===== src/rtl/inv_mix_columns_seq.sv =====
// -----------------------------------------------------------------------------
// inv_mix_columns_seq
//   Sequential AES InvMixColumns stage. A 128-bit state is accepted and then
//   transformed one column per clock, in place, over four BUSY cycles. The
//   result is then offered downstream through a valid/ready handshake. A result
//   handshake and a new input handshake can happen on the same edge, so the
//   next state starts without an IDLE bubble (one state per 5 cycles).
//
//   Byte ordering: byte k = state[127-8k -: 8]; column c = bytes 4c..4c+3;
//   column 0 = [127:96]; row 0 is the most significant byte of a column.
//
// Ports
//   clk        in   1    rising-edge clock
//   rst        in   1    synchronous active-high reset
//   in_valid   in   1    upstream state available
//   in_ready   out  1    block can accept a state this cycle
//   in_state   in   128  input state
//   out_valid  out  1    out_state holds a completed result
//   out_ready  in   1    downstream accepts the result
//   out_state  out  128  transformed state (same byte ordering)
//   busy       out  1    high while columns are being transformed
// -----------------------------------------------------------------------------
module inv_mix_columns_seq (
   input  logic         clk,
   input  logic         rst,
   input  logic         in_valid,
   output logic         in_ready,
   input  logic [127:0] in_state,
   output logic         out_valid,
   input  logic         out_ready,
   output logic [127:0] out_state,
   output logic         busy
);

   typedef enum logic [1:0] {
      S_IDLE = 2'd0,
      S_BUSY = 2'd1,
      S_DONE = 2'd2
   } state_t;

   state_t        r_fsm;
   state_t        w_fsm_nxt;
   logic [1:0]    r_col;
   logic [127:0]  r_state;
   logic [127:0]  r_out;
   logic [31:0]   w_col_in;
   logic [31:0]   w_col_out;
   logic [127:0]  w_state_upd;
   logic          w_accept;

   // ---------------------------------------------------------------------------
   // GF(2^8) constant multipliers (AES polynomial x^8+x^4+x^3+x+1)
   // ---------------------------------------------------------------------------
   function automatic logic [7:0] xt(input logic [7:0] a);
      return {a[6:0], 1'b0} ^ (a[7] ? 8'h1b : 8'h00);
   endfunction

   function automatic logic [7:0] m9(input logic [7:0] a);
      logic [7:0] x2, x4, x8;
      x2 = xt(a);
      x4 = xt(x2);
      x8 = xt(x4);
      return x8 ^ a;
   endfunction

   function automatic logic [7:0] m11(input logic [7:0] a);
      logic [7:0] x2, x4, x8;
      x2 = xt(a);
      x4 = xt(x2);
      x8 = xt(x4);
      return x8 ^ x2 ^ a;
   endfunction

   function automatic logic [7:0] m13(input logic [7:0] a);
      logic [7:0] x2, x4, x8;
      x2 = xt(a);
      x4 = xt(x2);
      x8 = xt(x4);
      return x8 ^ x4 ^ a;
   endfunction

   function automatic logic [7:0] m14(input logic [7:0] a);
      logic [7:0] x2, x4, x8;
      x2 = xt(a);
      x4 = xt(x2);
      x8 = xt(x4);
      return x8 ^ x4 ^ x2;
   endfunction

   // One InvMixColumns column: circulant matrix {0e,0b,0d,09}.
   function automatic logic [31:0] inv_col(input logic [31:0] c);
      logic [7:0] a0, a1, a2, a3;
      logic [7:0] b0, b1, b2, b3;
      a0 = c[31:24];
      a1 = c[23:16];
      a2 = c[15:8];
      a3 = c[7:0];
      b0 = m14(a0) ^ m11(a1) ^ m13(a2) ^ m9(a3);
      b1 = m9(a0)  ^ m14(a1) ^ m11(a2) ^ m13(a3);
      b2 = m13(a0) ^ m9(a1)  ^ m14(a2) ^ m11(a3);
      b3 = m11(a0) ^ m13(a1) ^ m9(a2)  ^ m14(a3);
      return {b0, b1, b2, b3};
   endfunction

   // ---------------------------------------------------------------------------
   // Column datapath: select column r_col, transform, write back in place
   // ---------------------------------------------------------------------------
   always_comb begin
      w_col_in = r_state[127:96];
      case (r_col)
         2'd0: w_col_in = r_state[127:96];
         2'd1: w_col_in = r_state[95:64];
         2'd2: w_col_in = r_state[63:32];
         2'd3: w_col_in = r_state[31:0];
         default: w_col_in = r_state[127:96];
      endcase
   end

   assign w_col_out = inv_col(w_col_in);

   always_comb begin
      w_state_upd = r_state;
      case (r_col)
         2'd0: w_state_upd[127:96] = w_col_out;
         2'd1: w_state_upd[95:64]  = w_col_out;
         2'd2: w_state_upd[63:32]  = w_col_out;
         2'd3: w_state_upd[31:0]   = w_col_out;
         default: w_state_upd = r_state;
      endcase
   end

   assign w_accept = in_valid & in_ready;

   // ---------------------------------------------------------------------------
   // FSM: state register
   // ---------------------------------------------------------------------------
   always_ff @(posedge clk) begin
      if (rst) begin
         r_fsm <= S_IDLE;
      end else begin
         r_fsm <= w_fsm_nxt;
      end
   end

   // ---------------------------------------------------------------------------
   // FSM: next-state logic
   // ---------------------------------------------------------------------------
   always_comb begin
      w_fsm_nxt = r_fsm;
      case (r_fsm)
         S_IDLE: begin
            if (w_accept) w_fsm_nxt = S_BUSY;
         end
         S_BUSY: begin
            if (r_col == 2'd3) w_fsm_nxt = S_DONE;
         end
         S_DONE: begin
            // Result handshake; a simultaneous new input skips IDLE.
            if (out_ready) w_fsm_nxt = w_accept ? S_BUSY : S_IDLE;
         end
         default: w_fsm_nxt = S_IDLE;
      endcase
   end

   // ---------------------------------------------------------------------------
   // FSM: output logic
   // ---------------------------------------------------------------------------
   always_comb begin
      in_ready  = 1'b0;
      out_valid = 1'b0;
      busy      = 1'b0;
      case (r_fsm)
         S_IDLE: in_ready = 1'b1;
         S_BUSY: busy     = 1'b1;
         S_DONE: begin
            out_valid = 1'b1;
            in_ready  = out_ready;
         end
         default: in_ready = 1'b0;
      endcase
   end

   // ---------------------------------------------------------------------------
   // Working state, column counter and held result
   // ---------------------------------------------------------------------------
   always_ff @(posedge clk) begin
      if (rst) begin
         r_col   <= 2'd0;
         r_state <= '0;
         r_out   <= '0;
      end else if (w_accept) begin
         r_state <= in_state;
         r_col   <= 2'd0;
      end else if (r_fsm == S_BUSY) begin
         r_state <= w_state_upd;
         r_col   <= r_col + 2'd1;
         // Result register only changes on completion, so out_state stays
         // stable through DONE and afterwards until the next result.
         if (r_col == 2'd3) r_out <= w_state_upd;
      end
   end

   assign out_state = r_out;

endmodule

===== config.mk =====
export PLATFORM = sky130hd
export DESIGN_NAME = inv_mix_columns_seq
export DESIGN_NICKNAME = d
export VERILOG_FILES = /design/src/rtl/inv_mix_columns_seq.sv
export SDC_FILE = /design/constraint.sdc
export NUM_CORES = 1
export LEC_CHECK = 0
export ABC_AREA = 1
export BUFFER_PORTS_ARGS = -buffer_cell sky130_fd_sc_hd__buf_2
export CORE_UTILIZATION = 45
export DETAILED_ROUTE_END_ITERATION = 6
export GPL_ROUTABILITY_DRIVEN = 0
export PLACE_DENSITY = 0.8
export SLEW_MARGIN = 20
export SYNTH_ARGS = -nofsm -noshare
export SYNTH_HDL_FRONTEND = slang
export SYNTH_SLANG_ARGS = --single-unit
export TNS_END_PERCENT = 50

===== constraint.sdc =====
create_clock -name clk -period 2.5 [get_ports clk]
set_clock_uncertainty 0.15 [all_clocks]
set_input_delay 0.25 -clock clk [delete_from_list [all_inputs] [get_ports clk]]
set_output_delay 0.25 -clock clk [all_outputs]
set_load 0.005 [all_outputs]

==> results of run 1 <==
[through the flow]
step | hold WS (ns) | util | TNS, ns
after CTS | 0.0116 | 0.672 | -119.18
after detailed placement | 0.302 | 0.587 | -158.77
after global placement | 0.300 | 0.587 | -146.17
after floorplan | 0.281 | - | -7.16
[per-layer routing]
layer	overflow	global-route usage
met4	2	0.527
met3	0	0.465
met5	0	0.299
met1	0	0.598
met2	1	0.720
[timing repair]
action,CTS
resized for setup,212
gates cloned,1
endpoints found under the hold margin,124
pin swaps,39
endpoints found under the setup margin,256
buffers inserted,12
hold buffers,124
[logic make-up after synthesis]
kind of cell / synth area share
simple gates: 0.355
flops: 0.296
buf+inv: 0.115
xor+xnor: 0.0578
fa+ha+maj: 0.00356
compound gates: 0.172
==> run_results.csv, run 1 <==
group,metric,value,unit
place,dp_hpwl,60800,um
clock_network,cts_buffer_depth,3,
floorplanning,die_y,200,um
yosys,synth_area_leaders,"dfxtp_1 30%, nand2_1 25%, inv_1 7.6%, nand3_1 7.5%, a21oi_1 5.2%",
floorplanning,floorplan.rows,72,
global_routing,grt_max_degree,142,
clock_network,cts-root-buf,"clkbuf_16",
place,placed_cells,3928,
place,pre_cts_ws,-0.935,ns
yosys,synth_ff_type,"dfxtp_1",
floorplanning,start_util,0.456,
yosys,synthArstFlopShare,0,
yosys,synth.top_cell.area_share,0.296,
timing,crit_endpoint,"r_state[27]$_SDFFE_PP0P_/D",
outcome,error,"[ERROR GRT-0232] Routing congestion too high. Check the congestion heatmap in the GUI.",
yosys,yosysMostFrequentCell,"nand2_1",
global_routing,antenna_found_initial,14,
global_routing,grtUsageTotal,0.586,
place,port_buffers,262,
yosys,syn_nets,3055,
floorplanning,die_w,200,um
yosys,postSynthCellCount,2918,
clock_network,cts_num_sinks,260,
yosys,syn_area_per_cell,6.02,um2
clock_network,cts_htree_levels,1,
yosys,yosysTopAreaCell,"dfxtp_1",
outcome,status,"stopped before the end",
floorplanning,io_pins,263,
yosys,synth_common_cells,"1156 x nand2_1, 358 x inv_1, 265 x nand3_1",
global_routing,gr-total-overflow,3,
clock_network,cts_buffers,28,
yosys,ys_ff_latch,260,
outcome,haltStage,"global routing (5_1_grt)",
timing,endpoint_type,"sequential cell input",
yosys,yosysWarnings,0,
yosys,yosysSeqAreaShare,0.296,
place,placed_area,22600,um2
yosys,synth_edf_count,0,
yosys,synth_area,17600,um2
yosys,yosysUniqueCellTypes,50,
==> inputs of run 2 (changes only) <==
--- a/config.mk
+++ b/config.mk
@@ -7,10 +7,10 @@
 export LEC_CHECK = 0
 export ABC_AREA = 1
 export BUFFER_PORTS_ARGS = -buffer_cell sky130_fd_sc_hd__buf_2
-export CORE_UTILIZATION = 45
+export CORE_UTILIZATION = 30
 export DETAILED_ROUTE_END_ITERATION = 6
 export GPL_ROUTABILITY_DRIVEN = 0
-export PLACE_DENSITY = 0.8
+export PLACE_DENSITY_LB_ADDON = 0.15
 export SLEW_MARGIN = 20
 export SYNTH_ARGS = -nofsm -noshare
 export SYNTH_HDL_FRONTEND = slang
==> constraint.sdc (replaced) <==
create_clock -name clk -period 3.25 [get_ports clk]
set_clock_uncertainty 0.15 [all_clocks]
set_input_delay 0.325 -clock clk [delete_from_list [all_inputs] [get_ports clk]]
set_output_delay 0.325 -clock clk [all_outputs]
set_load 0.005 [all_outputs]
==> run 2 against run 1 <==
- the flow now finishes, with violations (design-rule violations, negative setup slack)
- synthesized cell count stayed put
- area after synthesis is the same
==> run_results.csv, run 2 <==
group,metric,value,unit
global_routing,antenna_found_initial,1,
timing,post-route-min-period,3.27,ns
min_path,min_path_cells,5,
clock_network,cts_num_sinks,260,
outcome,status,"finished, violations left",
yosys,yosysSeqAreaShare,0.296,
clock_network,cts_htree_levels,2,
drt,initialDrtViolationCount,2191,
pwr,p_leak,13.5,nW
cells_and_area,stdcell_count,4321,
pwr,p_clk_frac,0.108,
critical_path,worstRegToRegCells,22,
timing,timing.final.crit_share,1.01,
timing,tightest_slew,1.02,ns
yosys,syn_area_per_cell,6.02,um2
timing,max_slew_margin,0.317,
cells_and_area,multi_input_comb_area,12600,um2
global_routing,grtUsageTotal,0.307,
yosys,synth_ff_type,"dfxtp_1",
place,dp_hpwl,74100,um
timing,slew_violations,0,
drt,vias_per_cell,5.10,
pwr,power_per_cell_area,1280,nW/um2
global_routing,first_global_vias,20397,
cells_and_area,layout_common_cells,"904 x nand2_1, 345 x inv_1, 325 x buf_4, 262 x buf_2, 258 x dfxtp_1",
critical_path,cp.arrival,3.60,ns
yosys,synth_edf_count,0,
cells_and_area,postLayoutCoreUtil,0.464,
clock_network,cts_buffer_depth,3,
clock_network,tritoncts,"done",
timing,rsz0062_at_grt,"true",
pwr,seqPwrFrac,0.107,
floorplanning,core_area,57800,um2
yosys,syn_nets,3055,
yosys,synthArstFlopShare,0,
timing,hold_viol,0,
yosys,synth_compound_area_frac,0.172,
critical_path,critPathKind,"flip-flop to flip-flop",
cells_and_area,design_area,26800,um2
global_routing,grt_pass1_wl,134000,um
cells_and_area,drive_gt1_frac,0.351,
timing,whs,0.00574,ns
floorplanning,dieArea,59600,um2
cells_and_area,final_common_cell,"nand2_1",
critical_path,crit_path_start_kind,"flip-flop",
min_path,hold_class,"input port to flip-flop",
floorplanning,floorplan.rows,88,
clock_network,cts_buffers,34,
pwr,combPwrFrac,0.785,
job,drv_cap,0,
yosys,synth_area,17600,um2
floorplanning,die_w,244,um
global_routing,grt_max_degree,120,
drt,vias,22031,
yosys,synth.area.mux_share,0,
cells_and_area,antenna_cells,0,
floorplanning,die_y,244,um
clock_network,clkTransAtPathRegs,0.06,ns
timing,finalSetupViolCount,1,
drt,wl_per_cell,22.2,um
timing,fmax,0.306,GHz
pwr,intPower,16.3,mW
cells_and_area,nets,3672,
yosys,yosysTopAreaCell,"dfxtp_1",
drt,wirelength,95700,um
yosys,yosysMostFrequentCell,"nand2_1",
yosys,synth-simple-area-share,0.355,
timing,fin_ws,-0.0200,ns
cells_and_area,fillCellCount,5952,
global_routing,gr-total-overflow,0,
clock_network,clock_latency,0.55,ns
floorplanning,io_pins,263,
pwr,irDropWorstVdd,713,uV
pwr,switching_share,0.527,
floorplanning,start_util,0.304,
place,port_buffers,262,
yosys,yosysUniqueCellTypes,50,
outcome,violations,"design-rule violations, negative setup slack",
yosys,synth_top_family_by_area,"simple AND/OR/NAND/NOR gates",
yosys,ys_ff_latch,260,
yosys,synthAdderAreaFrac,0.00356,
drt,ant_nets,0,
drt,drt-pass1-iter-count,7,
yosys,synth_xor_area_frac,0.0578,
cells_and_area,regArea,5210,um2
pwr,switchingPower,18.1,mW
timing,setup_tns,-0.0200,ns
yosys,yosysWarnings,0,
critical_path,cp_max_fo,8,
yosys,synth_common_cells,"1156 x nand2_1, 358 x inv_1, 265 x nand3_1",
place,placed_cells,4164,
drt,drc,2,
yosys,synth.top_cell.area_share,0.296,
cells_and_area,area_delta_synth_final,52.8,%
critical_path,cp-end-kind,"flip-flop",
critical_path,crit_required,3.58,ns
yosys,postSynthCellCount,2918,
place,placed_area,22400,um2
clock_network,cts-root-buf,"clkbuf_16",
yosys,synth_area_leaders,"dfxtp_1 30%, nand2_1 25%, inv_1 7.6%, nand3_1 7.5%, a21oi_1 5.2%",
[run 2: final cells by class]
class	count	share of cell area
Clock buffer	46	0.0364
Sequential cell	260	0.194
Multi-Input combinational cell	2155	0.468
Clock inverter	11	0.00359
Tap cell	765	0.0356
Inverter	366	0.0520
Timing Repair Buffer	718	0.211
[run 2: worst max-delay path, cell delays in order (launching register included)]
cell and delay [ns]:
dfxtp_4 0.40, ha_4 0.25, buf_12 0.16, nand2_2 0.09, nand2_2 0.12, nor2_2 0.06, nor2_4 0.16, buf_6 0.14
nand2_2 0.06, nand2_4 0.12, nand2_4 0.06, nand2_4 0.11, buf_12 0.15, xor2_4 0.21, inv_2 0.09, nand2_4 0.09
nand2_2 0.07, nand2_4 0.12, nand2_8 0.10, buf_4 0.15, nand2_1 0.06, nand3_1 0.06, a21oi_1 0.17
[run 2: path summary, 6_finish.rpt]
check / start / end / slack (ns)
setup reg to reg: r_col[1]$_SDFFE_PP0P_ / r_state[61]$_SDFFE_PP0P_ / -0.02
hold / removal: in_state[58] / r_state[58]$_SDFFE_PP0P_ / 0.006
setup / recovery: r_col[1]$_SDFFE_PP0P_ / r_state[61]$_SDFFE_PP0P_ / -0.02
hold reg to reg: out_state[31]$_SDFFE_PP0P_ / out_state[31]$_SDFFE_PP0P_ / 0.32
[run 2: repair_timing]
item | CTS | global route
gates resized for setup | 151 | 459
pin swaps | 32 | 161
endpoints found under the hold margin | 51 | 0
gates cloned | 1 | 4
setup buffers | 12 | 39
setup endpoints to repair | 242 | 251
hold buffers | 44 | 0
[run 2: per-stage QoR]
| stage | worst slack [ns] | power [mW] |
|---|---|---|
| 4_1_cts | -0.0148 | 30.3 |
| 5_1_grt | -0.111 | 35.6 |
| 6_report | -0.0200 | 34.3 |
| 2_1_floorplan | 0.541 | 12.7 |
| 3_5_place_dp | -0.540 | 25.2 |
| 3_3_place_gp | -0.489 | 25.1 |
[run 2: power by group through the flow]
stage,sequential (mW),combinational (mW),clock [mW]
after CTS,3.64,22.9,3.79
after detailed placement,3.70,21.5,0
after floorplan,3.59,9.13,0
final,3.67,27.0,3.71
after global routing,3.68,28.0,3.90
after global placement,3.70,21.4,0
[run 2: kinds of logic after synthesis]
kind of cell | after synthesis
AOI/OAI and AO/OA | 505
DFF | 260
xor gates and xnor gates | 110
adders and majority gates | 5
and+or+nand+nor | 1535
buffers and inverters | 503
[run 2: per-layer routing]
layer / vias up / GRT usage / wire length, um
met1: 10376 / 0.399 / 38200
met5: - / 0 / 0
li1: 10364 / - / -
met3: 250 / 0.0433 / 7660
met4: 0 / 0.183 / 7270
met2: 1041 / 0.480 / 42600
Note: power is estimated with default switching activity, not from simulation.
==> inputs of run 3 (changes only) <==
--- a/config.mk
+++ b/config.mk
@@ -10,6 +10,7 @@
 export CORE_UTILIZATION = 30
 export DETAILED_ROUTE_END_ITERATION = 6
 export GPL_ROUTABILITY_DRIVEN = 0
+export HOLD_SLACK_MARGIN = 0.08
 export PLACE_DENSITY_LB_ADDON = 0.15
 export SLEW_MARGIN = 20
 export SYNTH_ARGS = -nofsm -noshare
==> run 3 against run 2 <==
- critical path type unchanged
- utilization rose by 0.92 points
- sequential share of layout area fell by 0.38 points
- cell area rose by 2.0%
- final cell count rose by 1.5%
- the flow finishes with violations (negative setup slack)
- highest routed layer unchanged
- sequential cell count did not move
- first-iteration DRC count fell by 4.0%
- non-clock buffer count rose by 63
==> run_results.csv, run 3 (synthesized netlist as in run 2, its figures left out) <==
group,metric,value,unit
outcome,status,"finished, violations left",
outcome,violations,"negative setup slack",
cells_and_area,antenna_cells,0,
critical_path,crit_path_start_kind,"flip-flop",
timing,fin_ws,-0.00514,ns
floorplanning,start_util,0.304,
floorplanning,io_pins,263,
pwr,switchingPower,18.1,mW
pwr,switching_share,0.527,
drt,wirelength,96500,um
global_routing,grt_busiest_layer,"met2",
global_routing,grt_util_met3,0.0439,
cells_and_area,area_delta_synth_final,55.8,%
clock_network,cts_htree_levels,2,
pwr,irDropWorstVdd,701,uV
timing,post-route-min-period,3.26,ns
global_routing,grtUsageTotal,0.309,
global_routing,use_met1,0.398,
clock_network,tritoncts,"done",
clock_network,cts_num_sinks,260,
timing,timing.final.crit_share,1.00,
timing,slew_violations,0,
cells_and_area,fillCellCount,5874,
cells_and_area,postLayoutCoreUtil,0.474,
drt,drt-pass1-iter-count,6,
global_routing,grt_pass1_wl,135000,um
pwr,p_leak,13.7,nW
timing,fmax,0.307,GHz
min_path,hold_class,"input port to flip-flop",
drt,drc,0,
floorplanning,floorplan.rows,88,
cells_and_area,nets,3735,
timing,rsz0062_at_grt,"true",
drt,initialDrtViolationCount,2104,
global_routing,gr-total-overflow,0,
drt,vias_per_cell,5.13,
global_routing,grtUsageMet2,0.486,
critical_path,cp_max_fo,6,
place,port_buffers,262,
drt,vias,22475,
clock_network,cts_buffers,34,
clock_network,cts_buffer_depth,3,
global_routing,antenna_found_initial,1,
clock_network,clkTransAtPathRegs,0.06,ns
cells_and_area,final_common_cell,"nand2_1",
timing,hold_viol,0,
global_routing,first_global_vias,20711,
critical_path,cp.arrival,3.55,ns
critical_path,crit_required,3.54,ns
pwr,seqPwrFrac,0.107,
drt,wl_per_cell,22.0,um
critical_path,critPathKind,"flip-flop to flip-flop",
cells_and_area,drive_gt1_frac,0.342,
place,pre_cts_ws,-0.540,ns
timing,whs,0.0852,ns
cells_and_area,layout_common_cells,"909 x nand2_1, 347 x inv_1, 327 x buf_4, 262 x buf_2, 258 x dfxtp_1",
pwr,intPower,16.2,mW
pwr,combPwrFrac,0.785,
floorplanning,die_y,244,um
floorplanning,die_w,244,um
clock_network,clock_latency,0.55,ns
timing,tightest_slew,1.04,ns
pwr,power_per_cell_area,1250,nW/um2
floorplanning,core_area,57800,um2
job,drv_cap,0,
drt,ant_nets,0,
critical_path,cp-end-kind,"flip-flop",
floorplanning,dieArea,59600,um2
clock_network,cts-root-buf,"clkbuf_16",
place,dp_hpwl,74100,um
pwr,p_clk_frac,0.108,
global_routing,grt_max_degree,120,
timing,max_slew_margin,0.306,
timing,finalSetupViolCount,1,
==> run 3: final cells by class <==
cell class                 instances  area, um2  area share
clock buffer                      46        977      0.0357
clock inverter                    11       96.3     0.00352
inverter                         366       1390      0.0509
multi-input combinational       2155      12500       0.456
sequential                       260       5210       0.190
tap                              765        957      0.0350
timing repair buffer             781       6270       0.229
==> run 3: worst paths after layout <==
path / start / endpoint / slack [ns] / cells after the start
max: r_col[0]$_SDFFE_PP0P_ / out_state[96]$_SDFFE_PP0P_ / -0.005 / 19
max reg2reg: r_col[0]$_SDFFE_PP0P_ / out_state[96]$_SDFFE_PP0P_ / -0.005 / 19
min: in_state[27] / r_state[27]$_SDFFE_PP0P_ / 0.09 / 5
min reg2reg: out_state[11]$_SDFFE_PP0P_ / out_state[11]$_SDFFE_PP0P_ / 0.32 / 2
==> run 3: layer usage <==
metal  vias up  share of wire
met1     10662           0.40
met2      1061           0.45
met3       260          0.082
met4         0          0.075
met5         -              0
li1      10492              -
==> run 3: metrics by stage <==
| step | instance area [um2] | cells | setup TNS, ns | power, mW |
|---|---|---|---|---|
| after floorplan | 17600 | 2918 | 0 | 12.7 |
| after global routing | 27400 | 4384 | -2.95 | 35.5 |
| final | 27400 | 4384 | -0.00514 | 34.4 |
| after detailed placement | 22400 | 4164 | -58.82 | 25.2 |
| after global placement | 22400 | 4164 | -42.09 | 25.1 |
| after CTS | 25300 | 4343 | -0.0300 | 30.4 |
==> run 3: critical path: stages (launching register included) <==
cell     delay [ns]
dfxtp_4        0.40
inv_4          0.06
ha_4           0.17
buf_12         0.15
buf_12         0.14
nand2_4        0.10
nand2_2        0.08
o21a_2         0.29
nand2_1        0.10
nand2_2        0.10
buf_4          0.17
buf_4          0.16
xnor2_2        0.17
xnor2_2        0.14
xnor2_1        0.14
buf_4          0.23
nand2_1        0.10
nand2_2        0.13
a21o_1         0.12
inv_1          0.03
==> run 3: repair_timing <==
item	4_1_cts	5_1_grt
cloned	1	4
endpoints found under the hold margin	114	0
resized for setup	151	437
setup buffers	12	37
hold buffers	109	0
pin swaps	32	164
setup endpoints to repair	242	251
==> run 3: power groups by stage <==
stage / Sequential (mW) / Clock [mW] / Combinational, mW
5_1_grt: 3.68 / 3.90 / 27.9
6_report: 3.67 / 3.72 / 27.0
3_5_place_dp: 3.70 / 0 / 21.5
4_1_cts: 3.64 / 3.79 / 22.9
2_1_floorplan: 3.59 / 0 / 9.13
3_3_place_gp: 3.70 / 0 / 21.4
